$ cat src/rtl/pipe_buf.sv
// pipe_buf: inter-stage pipeline record buffer.
// Circular FIFO of DEPTH records between two pipeline stages. Both sides use
// four-phase handshakes and pipe_buf is the responder on each side.
// Optional feature macro: PIPE_BUF_FLUSH_EN adds a `flush` input that
// discards every queued record (e.g. on a resolved jump or branch).
//
// Handshake semantics (both sides): the requester raises its request (we/re)
// and holds it, with din stable on the write side, until it sees the
// acknowledge. The acknowledge (wack/rack) rises in the cycle after the
// request is accepted and stays high until the request is seen low. A new
// request is considered only once the FSM is back in IDLE. Full and empty are
// judged on the registered count only.
module pipe_buf #(
  parameter int DW    = 128,
  parameter int DEPTH = 2,
  parameter int AW    = $clog2(DEPTH)
) (
  input  logic          clk,
  input  logic          rst,
  input  logic          we,
  input  logic [DW-1:0] din,
  output logic          wack,
  output logic          avail,
  input  logic          re,
  output logic          rack,
  output logic [DW-1:0] dout,
  output logic [AW:0]   count
`ifdef PIPE_BUF_FLUSH_EN
  ,
  input  logic          flush
`endif
);

  typedef enum logic { W_IDLE = 1'b0, W_ACK = 1'b1 } w_state_t;
  typedef enum logic { R_IDLE = 1'b0, R_ACK = 1'b1 } r_state_t;

  localparam logic [AW:0] FULL_COUNT = (AW+1)'(DEPTH);

  // FSM state is kept in plainly named signals so checkers can bind to them.
  w_state_t      w_state;
  r_state_t      r_state;

  logic [DW-1:0] mem [DEPTH];
  logic [AW-1:0] wp;
  logic [AW-1:0] rp;

  logic          do_flush;
  logic          wr_acc;
  logic          rd_acc;
  logic [AW:0]   count_nx;

`ifdef PIPE_BUF_FLUSH_EN
  assign do_flush = flush;
`else
  assign do_flush = 1'b0;
`endif

  // Acceptance is judged on the registered count, and a flush cancels
  // whatever write or read would otherwise be accepted in that cycle.
  always_comb begin
    wr_acc   = (w_state == W_IDLE) && we && (count != FULL_COUNT) && !do_flush;
    rd_acc   = (r_state == R_IDLE) && re && (count != '0) && !do_flush;
    count_nx = count + {{AW{1'b0}}, wr_acc} - {{AW{1'b0}}, rd_acc};
  end

  // Write-side handshake FSM: ack an accepted write, release when we falls.
  always_ff @(posedge clk or posedge rst) begin
    if (rst) begin
      w_state <= W_IDLE;
      wack    <= 1'b0;
    end else begin
      case (w_state)
        W_IDLE: begin
          if (wr_acc) begin
            wack    <= 1'b1;
            w_state <= W_ACK;
          end
        end
        W_ACK: begin
          if (!we) begin
            wack    <= 1'b0;
            w_state <= W_IDLE;
          end
        end
        default: begin
          wack    <= 1'b0;
          w_state <= W_IDLE;
        end
      endcase
    end
  end

  // Read-side handshake FSM: ack an accepted read, release when re falls.
  always_ff @(posedge clk or posedge rst) begin
    if (rst) begin
      r_state <= R_IDLE;
      rack    <= 1'b0;
    end else begin
      case (r_state)
        R_IDLE: begin
          if (rd_acc) begin
            rack    <= 1'b1;
            r_state <= R_ACK;
          end
        end
        R_ACK: begin
          if (!re) begin
            rack    <= 1'b0;
            r_state <= R_IDLE;
          end
        end
        default: begin
          rack    <= 1'b0;
          r_state <= R_IDLE;
        end
      endcase
    end
  end

  // Pointers, occupancy and the registered non-empty flag.
  always_ff @(posedge clk or posedge rst) begin
    if (rst) begin
      wp    <= '0;
      rp    <= '0;
      count <= '0;
      avail <= 1'b0;
    end else if (do_flush) begin
      wp    <= '0;
      rp    <= '0;
      count <= '0;
      avail <= 1'b0;
    end else begin
      if (wr_acc) wp <= wp + AW'(1);
      if (rd_acc) rp <= rp + AW'(1);
      count <= count_nx;
      avail <= (count_nx != '0);
    end
  end

  // Output record register: holds until the next accepted read.
  always_ff @(posedge clk or posedge rst) begin
    if (rst) begin
      dout <= '0;
    end else if (rd_acc) begin
      dout <= mem[rp];
    end
  end

  // Record storage: deliberately not reset, only written on accepted writes.
  always_ff @(posedge clk) begin
    if (wr_acc) mem[wp] <= din;
  end

endmodule

$ cat config.mk
export PLATFORM = sky130hd
export DESIGN_NAME = pipe_buf
export DESIGN_NICKNAME = d
export VERILOG_FILES = /design/src/rtl/pipe_buf.sv
export SDC_FILE = /design/constraint.sdc
export NUM_CORES = 1
export LEC_CHECK = 0
export ABC_AREA = 0
export CELL_PAD_IN_SITES_DETAIL_PLACEMENT = 1
export CELL_PAD_IN_SITES_GLOBAL_PLACEMENT = 1
export CORE_ASPECT_RATIO = 0.6
export CORE_UTILIZATION = 52
export DETAILED_ROUTE_END_ITERATION = 6
export DONT_BUFFER_PORTS = 1
export HOLD_SLACK_MARGIN = 0.12
export PLACE_DENSITY_LB_ADDON = 0.05
export SYNTH_ARGS = -nofsm -noshare
export SYNTH_HDL_FRONTEND = slang
export SYNTH_SLANG_ARGS = --single-unit
$ cat constraint.sdc
create_clock -name clk -period 19.8 [get_ports clk]
set_clock_uncertainty 0.05 [all_clocks]
set_input_delay 5.94 -clock clk [delete_from_list [all_inputs] [get_ports clk]]
set_output_delay 5.94 -clock clk [all_outputs]
set_load 0.01 [all_outputs]
==> results by group, run 1 <==
Run status
  – Status: finished clean

Synth
  – Post-synthesis register bit count: approximately 390
  – Leading area contributor after synthesis: edfxtp_1
  – Synth top area share: 52.6%
  – Net Count, Synth: 995
  – Mapped Area: roughly 0.015 mm^2
  – Ys Warns: 0
  – Distinct cells, synth: 27
  – Top cells by area, synth: edfxtp_1, dfrtp_1, mux2i_1
  – Post-synthesis sequential area ratio: around 76%
  – Syn Inst Count: between 800 and 900
  – Syn avg cell area: 17.0 um^2

Clocking
  – Number of CTS-inserted buffers: 37
  – Post-CTS Setup Bufs: 0
  – CTS Hold Buffers Added: 0
  – Clock Latency Late Sink: 520 ps
  – PostCTS Resize Cnt: 0
  – Clk slew on worst S/H paths: roughly 60 ps
  – H-Tree Depth: 2
  – Clock sinks: just under 400
  – Clk buf depth: 3
  – CTS tree: built
  – CTS Root Cell: clkbuf_16

Die
  – Die footprint: 0.0288 mm^2
  – Die Height: 132 um
  – Initial Utilization: between 50 and 60%
  – Core ar.: 0.0276 mm^2
  – IO Pins: 265
  – # rows: 47
  – Die X: about 220 um

Final layout
  – Antenna Cells: 0
  – End-of-flow core utilization: 57.9%
  – Fin cells: 1247
  – Fraction of layout instances using a drive strength above 1: 18.1%
  – Area delta synth->final: 9.19%
  – Fin nets: 987

Timing
  – Hold Vio Cnt, Final: 0
  – Max-slew headroom: 27.3%
  – Setup TNS: 0 ps
  – Hold_ws: 460 ps
  – Final setup viols: 0
  – RSZ-0062 raised after global routing: no
  – Max Slew Vio Count: 0
  – Slew of the pin with the lowest slew margin: 1090 ps
  – Fin crit period: just over 8000 ps
  – FMAX: 0.122 GHz
  – Fin crit share: 41.5%

Drt
  – Post-Route WL: 31800 um
  – WL met3: 2700 um
  – Final ANT Viol Nets: 0
  – DR iter-0 viols: 349
  – Met1 WL: 12800 um
  – Max Used Layer: met4
  – Via count: around 7200
  – Pre-antenna DRT Iters: 4
  – # DRC: 0
  – Met2 WL post-DR: 15700 um
  – WL/cell: 25.5 um
  – Vias per cell: 5.80

Flow run
  – Max Cap Violations: 0

Placement
  – Count of buffers from port buffering: 0
  – GPL Wtd Cong: 0.781
  – Hpwl dp: 19800 um
  – # placed instances: around 1200

Critical path
  – Critical Path Fanout Max: 74
  – Crit. End Element: flip-flop
  – WS Path Type: primary input to flip-flop
  – R2r startpoint: count[1]
  – Reg-to-Reg End: dout[112]
  – Req. time, crit path: slightly above 20000 ps
  – Reg2reg setup slack: 16090 ps
  – Arrival @ worst endpoint: 8520 ps
  – R2R depth: 5
  – CP Launch Type: primary input

Global route
  – Antenna violations before repair: 0
  – All-Layer GR Usage: between 20% and 30%
  – Pin count of the biggest net entering global routing: 91
  – First-pass GRT wire length: 48500 um
  – Vias in the first global route: 7903
  – GRT overflow: 0

Min path
  – Worst hold path endpoint: dout[61]
  – Hold path startpoint: mem[0][61]
  – Hold Path Class: flip-flop to flip-flop
  – Worst Hold Depth: 2

Power
  – PD cells: between 150 and 200 mW/mm^2
  – Total power: 2550 uW
  – Leakage: ~0.0059 uW
  – Peak VDD IR: ~98 uV
## power breakdown
group / switching [uW] / internal (uW)
Sequential: 229 / 1110
Combinational: 325 / 191
Clock: 286 / 405
## layer usage
metal	vias to the layer above	track usage, %
li1	3236	-
met1	3791	28.1
met2	157	37.0
met3	44	8.84
met4	0	5.28
met5	-	0
## cell usage in the layout (no fill, tap or decap), types with 2 or more instances in the layout
cell / netlist / final
mux2i_1: 129 / 129
o21ai_2: 88 / 88
clkbuf_1: 28 / 13
o21ai_1: 12 / 12
nand2_1: 3 / 3
inv_1: 3 / 2
xnor2_1: 3 / 3
inv_6: 0 / 2
nor2b_1: 2 / 2
nor2_4: 0 / 2
clkbuf_8: 0 / 10
buf_4: 1 / 11
dfrtp_1: 137 / 136
clkbuf_16: 0 / 38
o21ai_0: 158 / 158
edfxtp_1: 256 / 256
## state kept, by name, summed over array words and instances (netlist names)
register  cells
rack          1
dout        128
wack          1
r_state       1
wp            1
rp            1
count         2
avail         1
w_state       1
mem         256
## synth_stat cells
cell type	number
o21ai_2	88
xnor2_1	3
buf_6	2
edfxtp_1	256
mux2i_1	129
o21ai_0	158
dfrtp_1	137
nor2_2	1
buf_4	1
nor2_1	2
o21a_1	1
xor2_1	1
nor2b_1	2
inv_1	3
or2_1	1
nand2_1	3
xnor2_2	1
and3_1	1
clkbuf_1	28
buf_12	10
a21boi_0	1
ha_1	1
or2b_1	1
o21ai_1	12
buf_2	17
nand2b_1	1
a211oi_2	1
## cell type report
| cell class | count | area [um^2] |
|---|---|---|
| clock buffers | 61 | 1140 |
| clock inverters | 4 | 47.5 |
| fillers | 2443 | 11600 |
| inverters | 3 | 16.3 |
| multi-input cells | 408 | 3100 |
| flip-flops and latches | 393 | 11100 |
| well taps | 367 | 459 |
| repair buffers | 11 | 82.6 |
## worst max path at each step
stage               slack, ps  startpoint        end  cells after the start
finish                  11590          re  dout[112]                      5
floorplan                7510          we  mem[0][0]                      3
global placement        11030          re       rack                      5
detailed placement      10950          re   dout[66]                      5
CTS                     11500          re   dout[14]                      5
global route            11370          re  dout[112]                      5
## stage by stage
step | area (um^2) | setup WS, ps
after floorplan | 14600 | 7510
after global placement | 14800 | 11030
after detailed placement | 14800 | 10950
after CTS | 16000 | 11500
after global routing | 16000 | 11370
final | 16000 | 11590
## cell families (layout without fill, tap and decap cells)
logic type | Yosys count | count (layout) | synth area share (%)
compound gates | 261 | 261 | 11.3
xor+xnor | 5 | 5 | 0.351
fa+ha+maj | 1 | 1 | 0.0856
buf+inv | 61 | 79 | 2.95
flops | 393 | 393 | 76.1
mux | 129 | 129 | 8.83
simple gates | 12 | 12 | 0.437
## critical path: stages
cell	delay (ps)
nand2b_4	430
or2_4	230
buf_4	760
buf_4	900
o21ai_2	130
Power figures use the tool's default switching activity.
==> run 2: changes to the inputs <==
- clock period: 19.8 -> 8.25 ns (I/O delays scaled with it)
==> run 2 against run 1 <==
  * Via count fell by 0.15%
  * Design area fell by 0.27%
  * Clock-buffer cell count fell by 12
  * Hold slack improved by 6.0 ps
  * Critical path depth fell by 2
  * Wire length fell by 1.5%
  * Global-route usage fell by 0.25 points
  * Die area did not move
  * Clock power rose by 140%
  * Sequential share of layout area rose by 0.19 points
==> results by group, run 2 (synthesis gave the netlist of run 1 again) <==
Critical path
  – Req. time, crit path: 8340 ps (-11760 ps)
  – Critical Path Fanout Max: 73 (-1.4%)
  – Setup crit start: we
  – R2r startpoint: count[1]
  – Cell family with most CP delay: simple AND/OR/NAND/NOR gates
  – CP max stage delay: 940 ps (+40 ps)
  – Arrival @ worst endpoint: 4500 ps (-4020 ps)
  – Worst Path Buf+Inv: 1 (-1)
  – Worst path cell trace: nor2b_1 > and3_4 > buf_4
  – WS Path Type: primary input to flip-flop
  – CP Launch Type: primary input
  – Slowest stage cell, crit path: and3_4
  – Crit. End Element: flip-flop

Power
  – Switching Share: 33.1% (+0.18 points)
  – Peak VDD IR: 211 uV (+120%)
  – Leakage: 0.00590 uW (-0.40%)
  – PD cells: 383 mW/mm^2 (+140%)
  – Cell internal pwr: 4080 uW (+140%)
  – Comb pwr share: 20.8% (+0.5 points)
  – Clock power frac: 26.9% (-0.2 points)
  – Sequential share of power: 52.3% (-0.4 points)
  – Switch Pwr: 2020 uW (+140%)

Final layout
  – Biggest register: mem
  – Fin cells: 1244 (-0.24%)
  – Fin nets: 985 (-0.20%)
  – Top flop regs: mem (256), dout (128), count (2)
  – Commonest cells after routing, fill and taps aside: edfxtp_1, o21ai_0, dfrtp_1, mux2i_1, o21ai_2
  – Area delta synth->final: 8.89%
  – Largest register FFs: 256 (unchanged)
  – Antenna Cells: 0 (unchanged)
  – Fillers: 2434 (-0.37%)
  – Commonest non-fill, non-tap cell in the layout: edfxtp_1
  – Multi-input logic area: 0.00310 mm^2 (unchanged)
  – Fraction of layout instances using a drive strength above 1: 17.7% (-0.39 points)
  – FF+latch area: 0.0111 mm^2 (unchanged)
  – Final instance area: 0.0159 mm^2 (-0.27%)

Min path
  – Hold Path Class: flip-flop to flip-flop
  – Hold path startpoint: mem[0][5]

Die
  – Initial Utilization: 53.0% (unchanged)
  – Die Height: 132 um (unchanged)
  – Core ar.: 0.0276 mm^2 (unchanged)
  – Die X: 218 um (unchanged)
  – # rows: 47 (unchanged)
  – Die footprint: 0.0288 mm^2 (unchanged)
  – IO Pins: 265 (unchanged)

Flow run
  – Max Cap Violations: 0 (unchanged)

Clocking
  – CTS Root Cell: clkbuf_16
  – H-Tree Depth: 2 (unchanged)
  – Number of CTS-inserted buffers: 37 (unchanged)
  – Clk buf depth: 3 (unchanged)
  – Clk slew on worst S/H paths: 60 ps (about the same)
  – CTS Hold Buffers Added: 0 (unchanged)
  – Clock sinks: 393 (unchanged)
  – Post-CTS Setup Bufs: 0 (unchanged)
  – Clock Latency Late Sink: 520 ps (about the same)
  – CTS tree: built
  – PostCTS Resize Cnt: 0 (unchanged)

Placement
  – Count of buffers from port buffering: 0 (unchanged)
  – GPL Wtd Cong: 0.768 (-1.7%)
  – Placed instance area: 0.0148 mm^2 (about the same)
  – # placed instances: 1180 (-0.17%)
  – Hpwl dp: 18500 um (-6.5%)

Drt
  – Pre-antenna DRT Iters: 4 (unchanged)
  – Post-Route WL: 31400 um (-1.5%)
  – WL/cell: 25.2 um (-1.2%)
  – Via count: 7217 (-0.15%)
  – DR iter-0 viols: 381 (+9.2%)
  – Final ANT Viol Nets: 0 (unchanged)
  – # DRC: 0 (unchanged)
  – Vias per cell: 5.80 (about the same)

Timing
  – Fin crit share: 53.5%
  – Hold Vio Cnt, Final: 0 (unchanged)
  – Slew of the pin with the lowest slew margin: 1100 ps (+16.2 ps)
  – Fin crit period: between 4000 and 5000 ps
  – Final setup viols: 0 (unchanged)
  – Setup TNS: 0 ps (unchanged)
  – RSZ-0062 raised after global routing: no
  – Max Slew Vio Count: 0 (unchanged)
  – FMAX: 0.227 GHz
  – Max-slew headroom: 26.3% (-0.91 points)

Global route
  – Vias in the first global route: 7740 (-2.1%)
  – GRT overflow: 0 (unchanged)
  – All-Layer GR Usage: 22.3% (-0.25 points)
  – Antenna violations before repair: 0 (unchanged)
  – First-pass GRT wire length: 47800 um (-1.4%)
  – Pin count of the biggest net entering global routing: 129 (+42%)

Run status
  – Status: finished clean
-- run 2: cell count changes in the layout (fill, tap and decap cells not counted), sizes merged --
cell,previous run,this run
buf,11,9
bufinv,1,3
clkinv,2,12
inv,4,3
clkbuf,61,49
-- run 2: layout make-up --
cell class                 instances  area share (%)
timing repair buffer               9           0.503
clock inverter                    15           0.896
inverter                           3           0.102
sequential                       393            69.9
clock buffer                      49            6.29
tap                              367            2.89
multi-input combinational        408            19.5
-- run 2: power groups by stage --
stage                     clock, uW  sequential (uW)  combinational (uW)
final                          1640             3190                1270
after CTS                      1690             3210                1300
after global placement            0             3210                1220
after global routing           1750             3250                1410
after floorplan                   0             3060                1100
after detailed placement          0             3240                1290
-- run 2: metrics by stage --
| stage | total power, uW | hold WS [ps] | utilization (%) | setup slack, ps |
|---|---|---|---|---|
| 6_report | 6100 | 466 | 57.7 | 3840 |
| 3_5_place_dp | 4530 | 461 | 53.6 | 3260 |
| 2_1_floorplan | 4160 | 428 | - | 1580 |
| 5_1_grt | 6410 | 481 | 57.7 | 3630 |
| 3_3_place_gp | 4440 | 448 | 53.6 | 3300 |
| 4_1_cts | 6190 | 472 | 57.7 | 3800 |
-- run 2: worst paths after layout --
kind / to / cells after the start / slack [ps]
max: mem[1][71] / 3 / 3840
min: dout[5] / 2 / 470
max reg2reg: mem[1][71] / 3 / 5300
min reg2reg: dout[5] / 2 / 470
max in group asynchronous: rp / 2 / 4840
min in group asynchronous: dout[109] / 1 / 1950
-- run 2: per-layer routing --
layer	up-vias	track usage [%]	part of all wire (%)
li1	3225	-	-
met1	3757	27.1	39
met2	191	36.2	49
met3	44	9.83	10
met4	0	5.98	2.0
met5	-	0	0
-- run 2: tightest hold or removal path, cell delays in order (launching register included) --
cell and delay (ps):
edfxtp_1 320, mux2i_1 70, o21ai_2 100
==> run 3: changes to the inputs <==
- CORE_UTILIZATION: 52 -> 47
- clock period: 8.25 -> 3.8 ns (I/O delays scaled with it)
==> run 3 against run 2 <==
  * Design area rose by 1.2%
  * Global-route usage down 1.7 points
  * Die area increased by 11%
  * Via count rose by 1.1%
==> results by group, run 3 (synthesis gave the netlist of run 1 again) <==
Clocking
  – Post-CTS Setup Bufs: 0 (unchanged)
  – CTS tree: built
  – Clock Latency Late Sink: 530 ps (about the same)
  – Clock sinks: 393 (unchanged)
  – Clk buf depth: 3 (unchanged)
  – Clk slew on worst S/H paths: 60 ps (about the same)
  – PostCTS Resize Cnt: 0 (unchanged)
  – CTS Root Cell: clkbuf_16
  – Number of CTS-inserted buffers: 38 (+2.7%)
  – H-Tree Depth: 2 (unchanged)
  – CTS Hold Buffers Added: 0 (unchanged)

Timing
  – Hold Vio Cnt, Final: 0 (unchanged)
  – Fin crit period: 2490 ps
  – Fin crit share: 65.4%
  – FMAX: 0.402 GHz
  – RSZ-0062 raised after global routing: no
  – Max-slew headroom: 32.1% (+5.7 points)
  – Slew of the pin with the lowest slew margin: 1020 ps (-85.7 ps)
  – Max Slew Vio Count: 0 (unchanged)
  – Setup TNS: 0 ps (unchanged)
  – Fin worst setup slack: 1310 ps (-2530 ps)
  – Final setup viols: 0 (unchanged)
  – Hold_ws: 469 ps (+2.93 ps)

Min path
  – Worst Hold Depth: 2 (unchanged)
  – Hold path startpoint: mem[0][59]
  – Hold Path Class: flip-flop to flip-flop
  – Worst hold path endpoint: dout[59]

Die
  – Die Height: 139 um (+5.1%)
  – Initial Utilization: 48.3% (-4.7 points)
  – Core ar.: 0.0303 mm^2 (+9.8%)
  – Die footprint: 0.0318 mm^2 (+11%)
  – # rows: 49 (+4.3%)
  – Die X: 230 um (+5.1%)
  – IO Pins: 265 (unchanged)

Drt
  – Via count: 7296 (+1.1%)
  – Final ANT Viol Nets: 0 (unchanged)
  – WL/cell: 24.7 um (-1.9%)
  – Post-Route WL: 32000 um (+2.2%)
  – Met1 WL: 13100 um (+7.4%)
  – Met2 WL post-DR: 15500 um (+0.59%)
  – Vias per cell: 5.63 (-3.0%)
  – DR iter-0 viols: 401 (+5.2%)
  – Pre-antenna DRT Iters: 4 (unchanged)
  – # DRC: 0 (unchanged)
  – Max Used Layer: met4
  – WL met3: 2750 um (-13%)

Flow run
  – Max Cap Violations: 0 (unchanged)

Placement
  – Worst setup slack after placement: 875 ps (-2380 ps)
  – Hpwl dp: 19500 um (+5.6%)
  – Placed instance area: 0.0150 mm^2 (+1.2%)
  – Count of buffers from port buffering: 0 (unchanged)
  – GPL Wtd Cong: 0.772 (+0.49%)

Critical path
  – CP Launch Type: flip-flop
  – Req. time, crit path: 4170 ps (-4170 ps)
  – Worst path cell trace: nor2_4 > buf_4 > buf_4 > o21ai_0 > o21ai_0
  – R2R depth: 5 (+2)
  – Reg-to-Reg End: dout[126]
  – R2r startpoint: count[1]
  – Critical Path Fanout Max: 95 (+30%)
  – WS Path Type: flip-flop to flip-flop
  – Worst Path Buf+Inv: 2 (+1)
  – Slowest stage cell, crit path: buf_4
  – Arrival @ worst endpoint: 2860 ps (-1640 ps)
  – Reg2reg setup slack: 1310 ps (-3990 ps)
  – CP max stage delay: 810 ps (-130 ps)
  – Cell family with most CP delay: buffers and inverters
  – Crit. End Element: flip-flop

Global route
  – Antenna violations before repair: 0 (unchanged)
  – GRT overflow: 0 (unchanged)
  – Vias in the first global route: 7985 (+3.2%)
  – All-Layer GR Usage: 20.5% (-1.7 points)
  – First-pass GRT wire length: 49900 um (+4.2%)
  – Pin count of the biggest net entering global routing: 131 (+1.6%)

Final layout
  – Fin nets: 992 (+0.71%)
  – Final instance area: 0.0161 mm^2 (+1.2%)
  – Commonest cells after routing, fill and taps aside: edfxtp_1, o21ai_0, dfrtp_1, mux2i_1, o21ai_2
  – Biggest register: mem
  – Area delta synth->final: 10.2%
  – Antenna Cells: 0 (unchanged)
  – Largest register FFs: 256 (unchanged)
  – Multi-input logic area: 0.00311 mm^2 (+0.32%)
  – Commonest non-fill, non-tap cell in the layout: edfxtp_1
  – FF+latch area: 0.0111 mm^2 (unchanged)
  – Top flop regs: mem (256), dout (128), count (2)
  – Fraction of layout instances using a drive strength above 1: 18.7% (+1.0 points)
  – Fillers: 2759 (+13%)

Power
  – Peak VDD IR: 483 uV (+130%)
  – Switch Pwr: 4470 uW (+120%)
  – Sequential share of power: 52.5% (+0.2 points)
  – Cell internal pwr: 8840 uW (+120%)
  – Comb pwr share: 20.8% (about the same)
  – Clock power frac: 26.7% (-0.2 points)
  – Leakage: 0.00596 uW (+0.95%)
  – Switching Share: 33.6% (+0.42 points)
  – PD cells: 826 mW/mm^2 (+120%)

Run status
  – Status: finished clean
-- run 3: how the worst max path moves through the flow --
stage,from,to,slack [ps],cells past startpoint
6_report,count[1],dout[126],1310,5
3_5_place_dp,re,dout[92],870,4
4_1_cts,count[1],dout[98],1300,5
5_1_grt,count[1],dout[98],1140,5
3_3_place_gp,re,dout[89],970,4
2_1_floorplan,we,mem[0][0],20,3
-- run 3: layer usage --
| metal | vias to the layer above | track usage [%] |
|---|---|---|
| met2 | 172 | 33.2 |
| met1 | 3821 | 25.7 |
| met5 | - | 0 |
| met3 | 50 | 8.14 |
| met4 | 0 | 5.75 |
| li1 | 3253 | - |
-- run 3: worst min-delay path, stage by stage, from the launching register on --
cell and delay, ps:
edfxtp_1 320, mux2i_1 70, o21ai_2 100
-- run 3: layout make-up --
| cell class | instances | share of cell area, % |
|---|---|---|
| inverters | 3 | 0.0932 |
| flip-flops and latches | 393 | 69.0 |
| well taps | 408 | 3.17 |
| multi-input cells | 408 | 19.3 |
| clock inverters | 10 | 0.373 |
| repair buffers | 15 | 1.24 |
| clock buffers | 59 | 6.83 |
-- run 3: power groups by stage --
stage / Combinational, uW / Sequential, uW / Clock [uW]
3_3_place_gp: 2650 / 7030 / 0
3_5_place_dp: 2800 / 7090 / 0
6_report: 2770 / 6980 / 3550
2_1_floorplan: 2400 / 6610 / 0
4_1_cts: 2820 / 7010 / 3650
5_1_grt: 3070 / 7110 / 3820
-- run 3: per-stage QoR --
| stage | total power (uW) | cells | util [%] |
|---|---|---|---|
| after floorplan | 9010 | 862 | - |
| after global placement | 9690 | 1227 | 49.4 |
| after detailed placement | 9890 | 1227 | 49.4 |
| after CTS | 13500 | 1296 | 53.2 |
| after global routing | 14000 | 1296 | 53.2 |
| final | 13300 | 1296 | 53.2 |
